## config.mk

```make
export PLATFORM = sky130hd
export DESIGN_NAME = spike_decoder
export DESIGN_NICKNAME = d
export VERILOG_FILES = /design/src/rtl/spike_decoder.sv
export SDC_FILE = /design/constraint.sdc
export NUM_CORES = 1
export LEC_CHECK = 0
export BUFFER_PORTS_ARGS = -buffer_cell sky130_fd_sc_hd__buf_2
export CORE_MARGIN = 5
export CORE_UTILIZATION = 45
export CTS_CLUSTER_DIAMETER = 150
export DETAILED_ROUTE_END_ITERATION = 10
export PLACE_DENSITY_LB_ADDON = 0.05
export REMOVE_ABC_BUFFERS = 1
export SYNTH_ARGS = -nofsm -noshare
export SYNTH_HDL_FRONTEND = slang
export SYNTH_SLANG_ARGS = --single-unit
```

## constraint.sdc

```tcl
create_clock -name clk -period 3 [get_ports clk]
set_input_delay 0.15 -clock clk [delete_from_list [all_inputs] [get_ports clk]]
set_output_delay 0.15 -clock clk [all_outputs]
set_load 0.05 [all_outputs]
```

## src/rtl/spike_decoder.sv

```systemverilog
// Spike-count window decoder: counts output spikes per class over WINDOW cycles, then argmax.
// Optional SPIKE_DECODER_COUNTS_EN exposes all per-class counts on res_counts.
module spike_decoder #(
   parameter int N_OUT  = 2,
   parameter int CNT_W  = 8,
   parameter int WINDOW = 64,
   parameter int CLS_W  = 1
) (
   input  logic               clk,
   input  logic               rstn,
   input  logic               start,
   input  logic [N_OUT-1:0]   spikes_in,
   output logic               busy,
   output logic               net_clr,
   output logic               res_valid,
   input  logic               res_ready,
   output logic [CLS_W-1:0]   res_class,
   output logic [CNT_W-1:0]   res_count,
`ifdef SPIKE_DECODER_COUNTS_EN
   output logic [N_OUT*CNT_W-1:0] res_counts,
`endif
   output logic               res_tie
);

   // state | meaning
   // IDLE  | waiting for start
   // COUNT | sampling spikes_in for WINDOW cycles
   // SCAN  | one class compared per cycle, then one cycle to settle the result
   // HOLD  | result presented, waiting for res_ready
   typedef enum logic [1:0] {IDLE, COUNT, SCAN, HOLD} state_t;

   localparam int TMR_W  = (WINDOW > 1) ? $clog2(WINDOW) : 1;
   localparam int SIDX_W = $clog2(N_OUT + 1);

   state_t              state_q, state_d;
   logic [TMR_W-1:0]    tmr_q;
   logic [SIDX_W-1:0]   scan_idx_q;
   logic [CNT_W-1:0]    cnt_q [N_OUT];
   logic [CNT_W-1:0]    cur_cnt;
   logic [CNT_W-1:0]    best_cnt_q;
   logic [CLS_W-1:0]    best_idx_q;
   logic                tie_q;
   logic                net_clr_q;

   always_comb begin
      state_d = state_q;
      case (state_q)
         IDLE:    if (start) state_d = COUNT;
         COUNT:   if (tmr_q == '0) state_d = SCAN;
         SCAN:    if (scan_idx_q == SIDX_W'(N_OUT)) state_d = HOLD;
         HOLD:    if (res_ready) state_d = IDLE;
         default: state_d = IDLE;
      endcase
   end

   always_comb begin
      cur_cnt = '0;
      for (int i = 0; i < N_OUT; i++)
         if (scan_idx_q == SIDX_W'(i)) cur_cnt = cnt_q[i];
   end

   always_ff @(posedge clk or negedge rstn) begin
      if (!rstn) begin
         state_q    <= IDLE;
         tmr_q      <= '0;
         scan_idx_q <= '0;
         best_cnt_q <= '0;
         best_idx_q <= '0;
         tie_q      <= 1'b0;
         net_clr_q  <= 1'b0;
         for (int i = 0; i < N_OUT; i++) cnt_q[i] <= '0;
      end else begin
         state_q   <= state_d;
         net_clr_q <= (state_q == IDLE) && start;
         case (state_q)
            IDLE: if (start) begin
               for (int i = 0; i < N_OUT; i++) cnt_q[i] <= '0;
               tmr_q      <= TMR_W'(WINDOW - 1);
               scan_idx_q <= '0;
            end
            COUNT: begin
               for (int i = 0; i < N_OUT; i++)
                  if (spikes_in[i] && (cnt_q[i] != '1)) cnt_q[i] <= cnt_q[i] + 1'b1;
               if (tmr_q != '0) tmr_q <= tmr_q - 1'b1;
            end
            SCAN: if (scan_idx_q != SIDX_W'(N_OUT)) begin
               // strict > keeps the lowest index on ties; equal later max flags a tie
               if (scan_idx_q == '0) begin
                  best_cnt_q <= cur_cnt;
                  best_idx_q <= '0;
                  tie_q      <= 1'b0;
               end else if (cur_cnt > best_cnt_q) begin
                  best_cnt_q <= cur_cnt;
                  best_idx_q <= CLS_W'(scan_idx_q);
                  tie_q      <= 1'b0;
               end else if (cur_cnt == best_cnt_q) begin
                  tie_q      <= 1'b1;
               end
               scan_idx_q <= scan_idx_q + 1'b1;
            end
            default: ;
         endcase
      end
   end

   assign busy      = (state_q != IDLE);
   assign res_valid = (state_q == HOLD);
   assign net_clr   = net_clr_q;
   assign res_class = best_idx_q;
   assign res_count = best_cnt_q;
   assign res_tie   = tie_q;

`ifdef SPIKE_DECODER_COUNTS_EN
   // counters are frozen from end of COUNT until the next accepted start
   for (genvar g = 0; g < N_OUT; g++) begin : g_counts
      assign res_counts[g*CNT_W +: CNT_W] = cnt_q[g];
   end
`endif

endmodule

```

# After elaboration in Yosys (flattened, before gate mapping)
# Index checks and enable logic that the tools add are counted.
dict set report word_totals {
  register_bits 37
  inputBits 6
  out_inout_bits 13
}
dict set report op_classes {
  addsub 4
  n_mux 24
  order_cmp 1
  reduce_logical 19
  n_eq_ne 17
}
# op n
set ops {}
lappend ops {{8-bit 2-to-1 mux} 6}
lappend ops {{16-bit one-hot mux with 2 select lines} 1}
lappend ops {{3-bit AND reduction} 6}
lappend ops {{8-bit by 1-bit adder with 8-bit output, second input constant} 2}
lappend ops {{16-bit 2-to-1 mux} 1}
lappend ops {{2-bit != test, second input constant} 8}
lappend ops {{8-bit != test, second input constant} 2}
lappend ops {{2-bit 2-to-1 mux} 6}
lappend ops {{6-bit 2-to-1 mux} 2}
lappend ops {{6-bit one-hot mux with 2 select lines} 1}
lappend ops {{8-bit == test} 1}
lappend ops {{8-bit greater-than comparator} 1}
lappend ops {{2-bit one-hot mux with 4 select lines} 1}
lappend ops {{2-bit nonzero test} 4}
lappend ops {{2-bit == test, second input constant} 3}
lappend ops {{6-bit zero test} 1}
lappend ops {{6-bit nonzero test} 1}
lappend ops {{6-bit by 1-bit subtractor with 6-bit output, second input constant} 1}
lappend ops {{1-bit 2-to-1 mux} 5}
lappend ops {{2-bit by 1-bit == test with 1-bit output, second input constant} 2}
lappend ops {{2-bit zero test} 2}
lappend ops {{2-bit one-hot mux with 2 select lines} 1}
lappend ops {{4-bit AND reduction} 1}
lappend ops {{1-bit logical AND} 3}
lappend ops {{3 further kinds} 3}

# Depth between registers and ports, before layout
# Gate-level depths: netlist (run 1).
dict set report depth {
  word_depth 7
  ltp_mapped 11
  ltp_nobuf 10
}

# Worst setup path before layout (run 1)
# OpenSTA, ideal clock, no wires.
dict set report synth_timing {
  path_kind {reg-to-reg}
  startpoint {reg scan_idx_q[0]}
  endpoint {reg best_cnt_q[1] (netlist: res_count[1])}
  arrival_ns 2.602
  path_slack_ns 0.273
  path_stages_with_launch 11
  setup_time_ns 0.125
  path_cell_list {dfrtp_1 inv_1 ha_1 nor2b_1 a22o_1 ha_1 nand4_4 o21ai_1 o31ai_4 nor2_8 mux2_4}
}
dict set report synth_via {
  elab_chain_cells 6
  word_cells_on_any_way 10
  cone_classes {order compare (1); eq/ne (2); mux (4); reduce/logical (3)}
}
# item line_no
set synth_rtl {}
lappend synth_rtl {{start: declaration} 37} ;# logic [SIDX_W-1:0] scan_idx_q;
lappend synth_rtl {{start signal: assignment} 99} ;# scan_idx_q <= scan_idx_q + 1'b1;
lappend synth_rtl {{2-bit zero test} 59} ;# if (scan_idx_q == SIDX_W'(i)) cur_cnt = cnt_q[i];
lappend synth_rtl {{8-bit 2-to-1 mux} 59}
lappend synth_rtl {{8-bit 2-to-1 mux *} 59}
lappend synth_rtl {{net cur_cnt[7]} 39} ;# logic [CNT_W-1:0] cur_cnt;
lappend synth_rtl {{8-bit greater-than comparator *} 92} ;# end else if (cur_cnt > best_cnt_q) begin
lappend synth_rtl {{2-bit nonzero test (no line) *} -}
lappend synth_rtl {{3-bit AND reduction (no line) *} -}
lappend synth_rtl {{end signal: assignment} 89} ;# best_cnt_q <= cur_cnt;
lappend synth_rtl {{end signal: assignment} 93} ;# best_cnt_q <= cur_cnt;
lappend synth_rtl {{end: declaration} 40} ;# logic [CNT_W-1:0] best_cnt_q;
# Mark *: on every way through the listed nets, which the timed path passes. The rest lies on a longest branch. The select of a mux whose other input is x is not followed.
# A chain may end at the register's enable or synchronous reset.

# Worst setup path in the final report (run 1)
dict set report layout_timing {
  startpoint {reg scan_idx_q[0]}
  endpoint {reg best_cnt_q[5] (netlist: res_count[5])}
}
dict set report layout_via {
  elab_chain_cells 6
  word_cells_on_any_way 10
  cone_classes {order compare (1); eq/ne (2); mux (4); reduce/logical (3)}
}
# item line_no
set layout_rtl {}
lappend layout_rtl {{2-bit zero test} 59}
lappend layout_rtl {{8-bit 2-to-1 mux} 59}
lappend layout_rtl {{8-bit 2-to-1 mux *} 59}
lappend layout_rtl {{net cur_cnt[5]} 39}
lappend layout_rtl {{8-bit greater-than comparator} 92}
lappend layout_rtl {{2-bit nonzero test (no line)} -}
lappend layout_rtl {{3-bit AND reduction (no line)} -}
# Marked as above.

==> qor.txt, run 1 <==
Status: complete, no violations
First-pass GRT wire length: 8070 µm
Clock buffer depth: 2
Total power: 2.34 mW
Worst hold slack: 0.155 ns
Port bufs: 18
CP top delay family: compound AO/OA/AOI/OAI gates
CP Max Fanout: 7
DR vias/cell: 5.37
Clock Latency Late Sink: 0.29 ns
Final setup TNS: 0 ns
Crit path largest cell delay: 0.43 ns
Sw Share: 0.464
Final core occ: 0.518
Final hold vios: 0
RSZ-0062 raised after global routing: no
Starting Density: 0.464
Vias: 1784
Die Wd: 82.8 µm
Worst hold path type: input pin to flip-flop
Final Max Slew Viols: 0
GRT Util Overall: 0.156
CTS tree: built
H-tree depth: 2
Clock skew: 0.00464 ns
Post-synth EDFFs: 0
Async S/R FF share, synth: 1.00
Slew HR: 0.426
Dpl ws: 0.244 ns
Commonest cells after routing, fill and taps aside: dfrtp_1 (37), nand2_1 (25), ha_1 (20), inv_1 (18), buf_2 (18)
Most common cell after layout, fill and taps aside: dfrtp_1
DR iter-0 viols: 93
Setup crit end kind: flip-flop
Worst-path clk slew: 0.07 ns
PostCTS Resize Cnt: 0
Non-Filler Instances: 332
Power Density: 878 nW/µm²
Peak supply drop: 0.325 mV
Antenna viol nets, final: 0
Setup CP Type: flip-flop to flip-flop
CP startpoint kind: flip-flop
Num ports: 19
Core area: 5140 µm²
Fill cells: 519
Critical-path cell list: inv_1 -> ha_1 -> nor2b_1 -> buf_4 -> a22o_1 -> ha_1 -> nand4_4 -> a211oi_2 -> o31ai_4 -> nor2_8 -> mux2_4
Top FF cell, synth: dfrtp_1
Synth Register Bits: 37
Pleak: 1.19 nW
Inst Count DP: 324
Vias in the first global route: 1636
Initial antenna violation count: 0
RePlAce Congestion: 0.786
Full die area: 6850 µm²
Data arrival time of the worst path: 2.91 ns
Crit path top cell by count: ha_1
Site row count: 26
Post-Syn Instances: 235
Area of the multi-input gates: 1350 µm²
Register Area: 926 µm²
Post-Syn Area: 2380 µm²
Highest clock rate: 0.365 GHz
Avg Synthesized Cell Area: 10.1 µm²
DIE HEIGHT: 82.8 µm
# Post-CTS Setup Buffers: 0
Inserted Diodes: 0
Clock sinks: 37
Int Pwr: 1.25 mW
Root buffer cell: clkbuf_8
Drt first pass iters: 4
Worst path bufs/invs: 2
Sw power: 1.08 mW
Post-layout min period: 2.74 ns
CP Data Required Time: 3.17 ns
Number of nets in the layout: 288
Hold_buf cts: 1
DRC viols: 0
Yosys cell types: 51
Overflow after GRT: 0
Final setup viols: 0
DP HPWL: 3580 µm
Share of layout cells above drive strength 1: 0.206
Yosys warns: 0
Slowest-stage cell, CP: dfrtp_1
Max cap viols: 0
Area delta synth->final: 11.8%
Setup WS post-layout: 0.263 ns
Sequential Power Share: 0.302
Total CTS buffers: 5
Comb pwr share: 0.547
Power share of the clock group: 0.150
Period utilisation layout: 0.912
Design Area, Final: 2660 µm²
DP Area: 2570 µm²
Worst Tran Pin Value: 0.861 ns
Post-synthesis sequential area ratio: 0.388
WL per Instance: 14.4 µm
Post-Route WL: 4790 µm
Largest net degree at the start of global routing: 38
-- power by group through the flow --
| stage | combinational [mW] | clock [mW] | sequential, mW |
|---|---|---|---|
| finish | 1.28 | 0.351 | 0.707 |
| global route | 1.41 | 0.383 | 0.726 |
| CTS | 1.29 | 0.365 | 0.708 |
| detailed placement | 1.29 | 0 | 0.717 |
| global placement | 1.28 | 0 | 0.716 |
| floorplan | 0.888 | 0 | 0.780 |
-- cell type report --
type                    count  share of cell area
multi-input cells         174               0.506
flip-flops and latches     37               0.348
repair buffers             25              0.0545
well taps                  70              0.0329
clock buffers               7              0.0324
inverters                  19              0.0268
-- cell usage after synthesis (2+ instances only) --
cell | n | share of area
buf_6 | 2 | 0.0094
dfrtp_1 | 37 | 0.39
o31ai_1 | 7 | 0.022
a22oi_1 | 2 | 0.0063
ha_1 | 20 | 0.10
nor4_4 | 2 | 0.018
nor3_1 | 4 | 0.0084
a22o_1 | 8 | 0.029
a21oi_1 | 8 | 0.017
nand4_1 | 5 | 0.013
inv_1 | 18 | 0.028
xor2_1 | 2 | 0.0074
nor2_1 | 12 | 0.019
xnor2_1 | 4 | 0.015
nor2b_1 | 2 | 0.0052
mux2i_1 | 2 | 0.0084
and2_1 | 2 | 0.0052
o21ai_0 | 11 | 0.023
mux2_4 | 9 | 0.057
nand3_1 | 13 | 0.027
or3_1 | 2 | 0.0052
nand2b_1 | 2 | 0.0052
o21ai_1 | 9 | 0.019
nand2_1 | 25 | 0.039
-- worst paths after layout --
path | from | to | slack, ns | depth (start not counted)
min | start | net_clr$_DFF_PN0_ | 0.16 | 2
max reg2reg | scan_idx_q[0]$_DFFE_PN0P_ | res_count[5]$_DFFE_PN0P_ | 0.26 | 11
max | scan_idx_q[0]$_DFFE_PN0P_ | res_count[5]$_DFFE_PN0P_ | 0.26 | 11
min in group asynchronous | rstn | state_q[1]$_DFFE_PN0P_ | 0.51 | 2
max in group asynchronous | rstn | cnt_q[1]$_DFFE_PN0P_ | 1.94 | 2
min reg2reg | res_tie$_DFFE_PN0P_ | res_tie$_DFFE_PN0P_ | 0.49 | 1
-- worst reg2reg max path: cells and delay by family (launching register included) --
kind / cells / cell delay [ns]
fa+ha+maj: 2 / 0.55
mux: 1 / 0.32
flops: 1 / 0.43
compound gates: 3 / 0.60
buf+inv: 2 / 0.26
simple gates: 3 / 0.46
-- sequential cells by signal, indices dropped and copies added, names as in the netlist --
register and flops:
net_clr 1, state_q 2, tmr_q 6, res_count 8, scan_idx_q 2, res_class 1
cnt_q 16, res_tie 1
-- layer usage --
layer | GRT usage | share of wire | vias up
met5 | 0 | 0 | -
met4 | 0.0490 | 0.013 | 0
met3 | 0.0335 | 0.041 | 6
met2 | 0.236 | 0.43 | 32
met1 | 0.220 | 0.52 | 839
li1 | - | - | 907
-- kinds of logic after synthesis --
logic type	Yosys count	share of synthesized area
flip-flops	37	0.388
AO/OA/AOI/OAI	59	0.185
XOR/XNOR	6	0.0220
adder cells (fa/ha/maj)	20	0.105
AND/OR/NAND/NOR	77	0.184
multiplexers	12	0.0698
buffers and inverters	24	0.0462
Power figures use the tool's default switching activity.
==> run 2: changes to the inputs <==
--- a/config.mk
+++ b/config.mk
@@ -7,7 +7,7 @@
 export LEC_CHECK = 0
 export BUFFER_PORTS_ARGS = -buffer_cell sky130_fd_sc_hd__buf_2
 export CORE_MARGIN = 5
-export CORE_UTILIZATION = 45
+export CORE_UTILIZATION = 40
 export CTS_CLUSTER_DIAMETER = 150
 export DETAILED_ROUTE_END_ITERATION = 10
 export PLACE_DENSITY_LB_ADDON = 0.05
==> run 2 against run 1 <==
The run now ends with negative hold slack left. Register-to-register slack barely moved. Wire length rose by 3.6%. Critical endpoint is now res_count[7]$_DFFE_PN0P_. Combinational power barely moved. Sequential share of layout area rose by 0.13 points. Clock power fell by 2%. Sequential cell count did not move. First-iteration DRC count fell by 18%. Largest power group unchanged. Sequential power barely moved. Clock skew fell by 0.0018 ns. Via count fell by 0.22%. Maximum frequency fell by 0.21%.
==> qor.txt, run 2 (synthesis gave the netlist of run 1 again) <==
Status: finished with violations
Failing checks: negative hold slack
RSZ-0062 raised after global routing: no
GRT Util Overall: 0.147 (-0.00907)
Hold_buf cts: 0 (-1)
Root buffer cell: clkbuf_8
Share of layout cells above drive strength 1: 0.202 (-0.00382)
GR peak layer: met2
Inserted Diodes: 0 (unchanged)
Peak supply drop: 0.470 mV (+44%)
Int Pwr: 1.23 mW (-1.5%)
Total power: 2.32 mW (-0.80%)
Period utilisation layout: 0.914 (+0.00190)
Initial antenna violation count: 0 (unchanged)
Site row count: 28 (+7.7%)
Num ports: 19 (unchanged)
Worst-path clk slew: 0.07 ns (about the same)
Slew HR: 0.425 (-0.00152)
Register Area: 926 µm² (unchanged)
Routing usage on met3: 0.0350 (+0.00153)
Final setup TNS: 0 ns (unchanged)
CTS tree: built
Setup WS post-layout: 0.257 ns (-0.00571 ns)
Port bufs: 18 (unchanged)
CP Max Fanout: 7 (unchanged)
Final Max Slew Viols: 0 (unchanged)
Max cap viols: 0 (unchanged)
Starting Density: 0.407 (-0.0563)
Vias in the first global route: 1727 (+5.6%)
Antenna viol nets, final: 0 (unchanged)
Area of the multi-input gates: 1350 µm² (unchanged)
# Post-CTS Setup Buffers: 0 (unchanged)
Most common cell after layout, fill and taps aside: dfrtp_1
Clock buffer depth: 2 (unchanged)
Max reg flops: 16 (unchanged)
DRC viols: 0 (unchanged)
Setup crit end kind: flip-flop
Power Density: 874 nW/µm² (-0.43%)
Pleak: 1.18 nW (-0.76%)
Vias: 1780 (-0.22%)
Clock sinks: 37 (unchanged)
DIE HEIGHT: 87.2 µm (+5.3%)
Drt first pass iters: 4 (unchanged)
Worst hold slack: -0.0307 ns (-0.186 ns)
Overflow after GRT: 0 (unchanged)
H-tree depth: 2 (unchanged)
Core area: 5850 µm² (+14%)
Largest Register: cnt_q
Setup slack, reg-to-reg: 0.26 ns (about the same)
Data arrival time of the worst path: 2.92 ns (about the same)
Worst Tran Pin Value: 0.863 ns (+0.00228 ns)
Comb pwr share: 0.546 (about the same)
Total CTS buffers: 5 (unchanged)
Worst hold path type: input pin to asynchronous set/reset pin
Area delta synth->final: 11.3%
Largest net degree at the start of global routing: 38 (unchanged)
Sequential Power Share: 0.305 (+0.003)
GRT met1 Usage: 0.211 (-0.00982)
Post-layout min period: 2.74 ns (+0.00571 ns)
Final hold vios: 37 (+37)
Post-Route WL: 4960 µm (+3.6%)
Die Wd: 87.2 µm (+5.3%)
Worst reg2reg path depth: 11 (unchanged)
First-pass GRT wire length: 8790 µm (+9.0%)
DR iter-0 viols: 76 (-18%)
WL per Instance: 14.7 µm (+2.1%)
Sw power: 1.08 mW (about the same)
Met2 GRT Util: 0.219 (-0.0176)
Commonest cells after routing, fill and taps aside: dfrtp_1 (37), nand2_1 (25), ha_1 (20), inv_1 (18), buf_2 (18)
Number of nets in the layout: 287 (-0.35%)
CP startpoint kind: flip-flop
Sw Share: 0.468 (+0.00362)
DP HPWL: 3610 µm (+0.97%)
PostCTS Resize Cnt: 0 (unchanged)
Clock Latency Late Sink: 0.29 ns (about the same)
CP Data Required Time: 3.18 ns (about the same)
Power share of the clock group: 0.149 (about the same)
Setup CP Type: flip-flop to flip-flop
Dpl ws: 0.264 ns (+0.0201 ns)
Clock skew: 0.00287 ns (-0.00177 ns)
Final core occ: 0.454 (-0.0647)
Final setup viols: 0 (unchanged)
Full die area: 7600 µm² (+11%)
DR vias/cell: 5.28 (-1.7%)
Fill cells: 569 (+9.6%)
RePlAce Congestion: 0.808 (+2.8%)
Highest clock rate: 0.365 GHz (-0.21%)
[run 2: cell count changes in the layout (fill, tap and decap cells not counted), sizes merged]
cell / change
clkbuf: +1
dlygate4sd3: -1
[run 2: worst paths after layout]
path	start	endpoint
hold reg to reg	res_class$_DFFE_PN0P_	res_class$_DFFE_PN0P_
setup / recovery	scan_idx_q[0]$_DFFE_PN0P_	res_count[7]$_DFFE_PN0P_
setup reg to reg	scan_idx_q[0]$_DFFE_PN0P_	res_count[7]$_DFFE_PN0P_
min in group clk	start	net_clr$_DFF_PN0_
max in group asynchronous	rstn	cnt_q[6]$_DFFE_PN0P_
hold / removal	rstn	tmr_q[1]$_DFFE_PN0P_
[run 2: final cells by class]
cell class	instances	share of cell area
multi-input combinational	174	0.508
sequential	37	0.349
timing repair buffer	24	0.0509
tap	75	0.0354
clock buffer	8	0.0302
inverter	19	0.0269
[run 2: critical path, cell delays in order (launching register included)]
cell and delay [ns]:
dfrtp_1 0.43, inv_1 0.10, ha_1 0.21, nor2b_1 0.13, buf_4 0.15, a22o_1 0.23, ha_1 0.34, nand4_4 0.14
o21ai_1 0.23, o31ai_4 0.13, nor2_8 0.20, mux2_4 0.32
[run 2: power by group through the flow]
stage               Sequential [mW]  Combinational [mW]  Clock (mW)
floorplan                     0.780               0.888           0
global placement              0.714                1.29           0
detailed placement            0.715                1.28           0
CTS                           0.706                1.29       0.362
global route                  0.722                1.42       0.387
finish                        0.707                1.27       0.345
[run 2: through the flow]
stage	area, µm²	std cells
floorplan	2340	230
CTS	2650	337
detailed placement	2570	329
finish	2650	337
global route	2650	337
global placement	2570	329
[run 2: layer usage]
metal / wire length (µm) / share of wire
met1: 2580 / 0.52
met2: 2170 / 0.44
met3: 175 / 0.035
met4: 29 / 0.0058
met5: 0 / 0
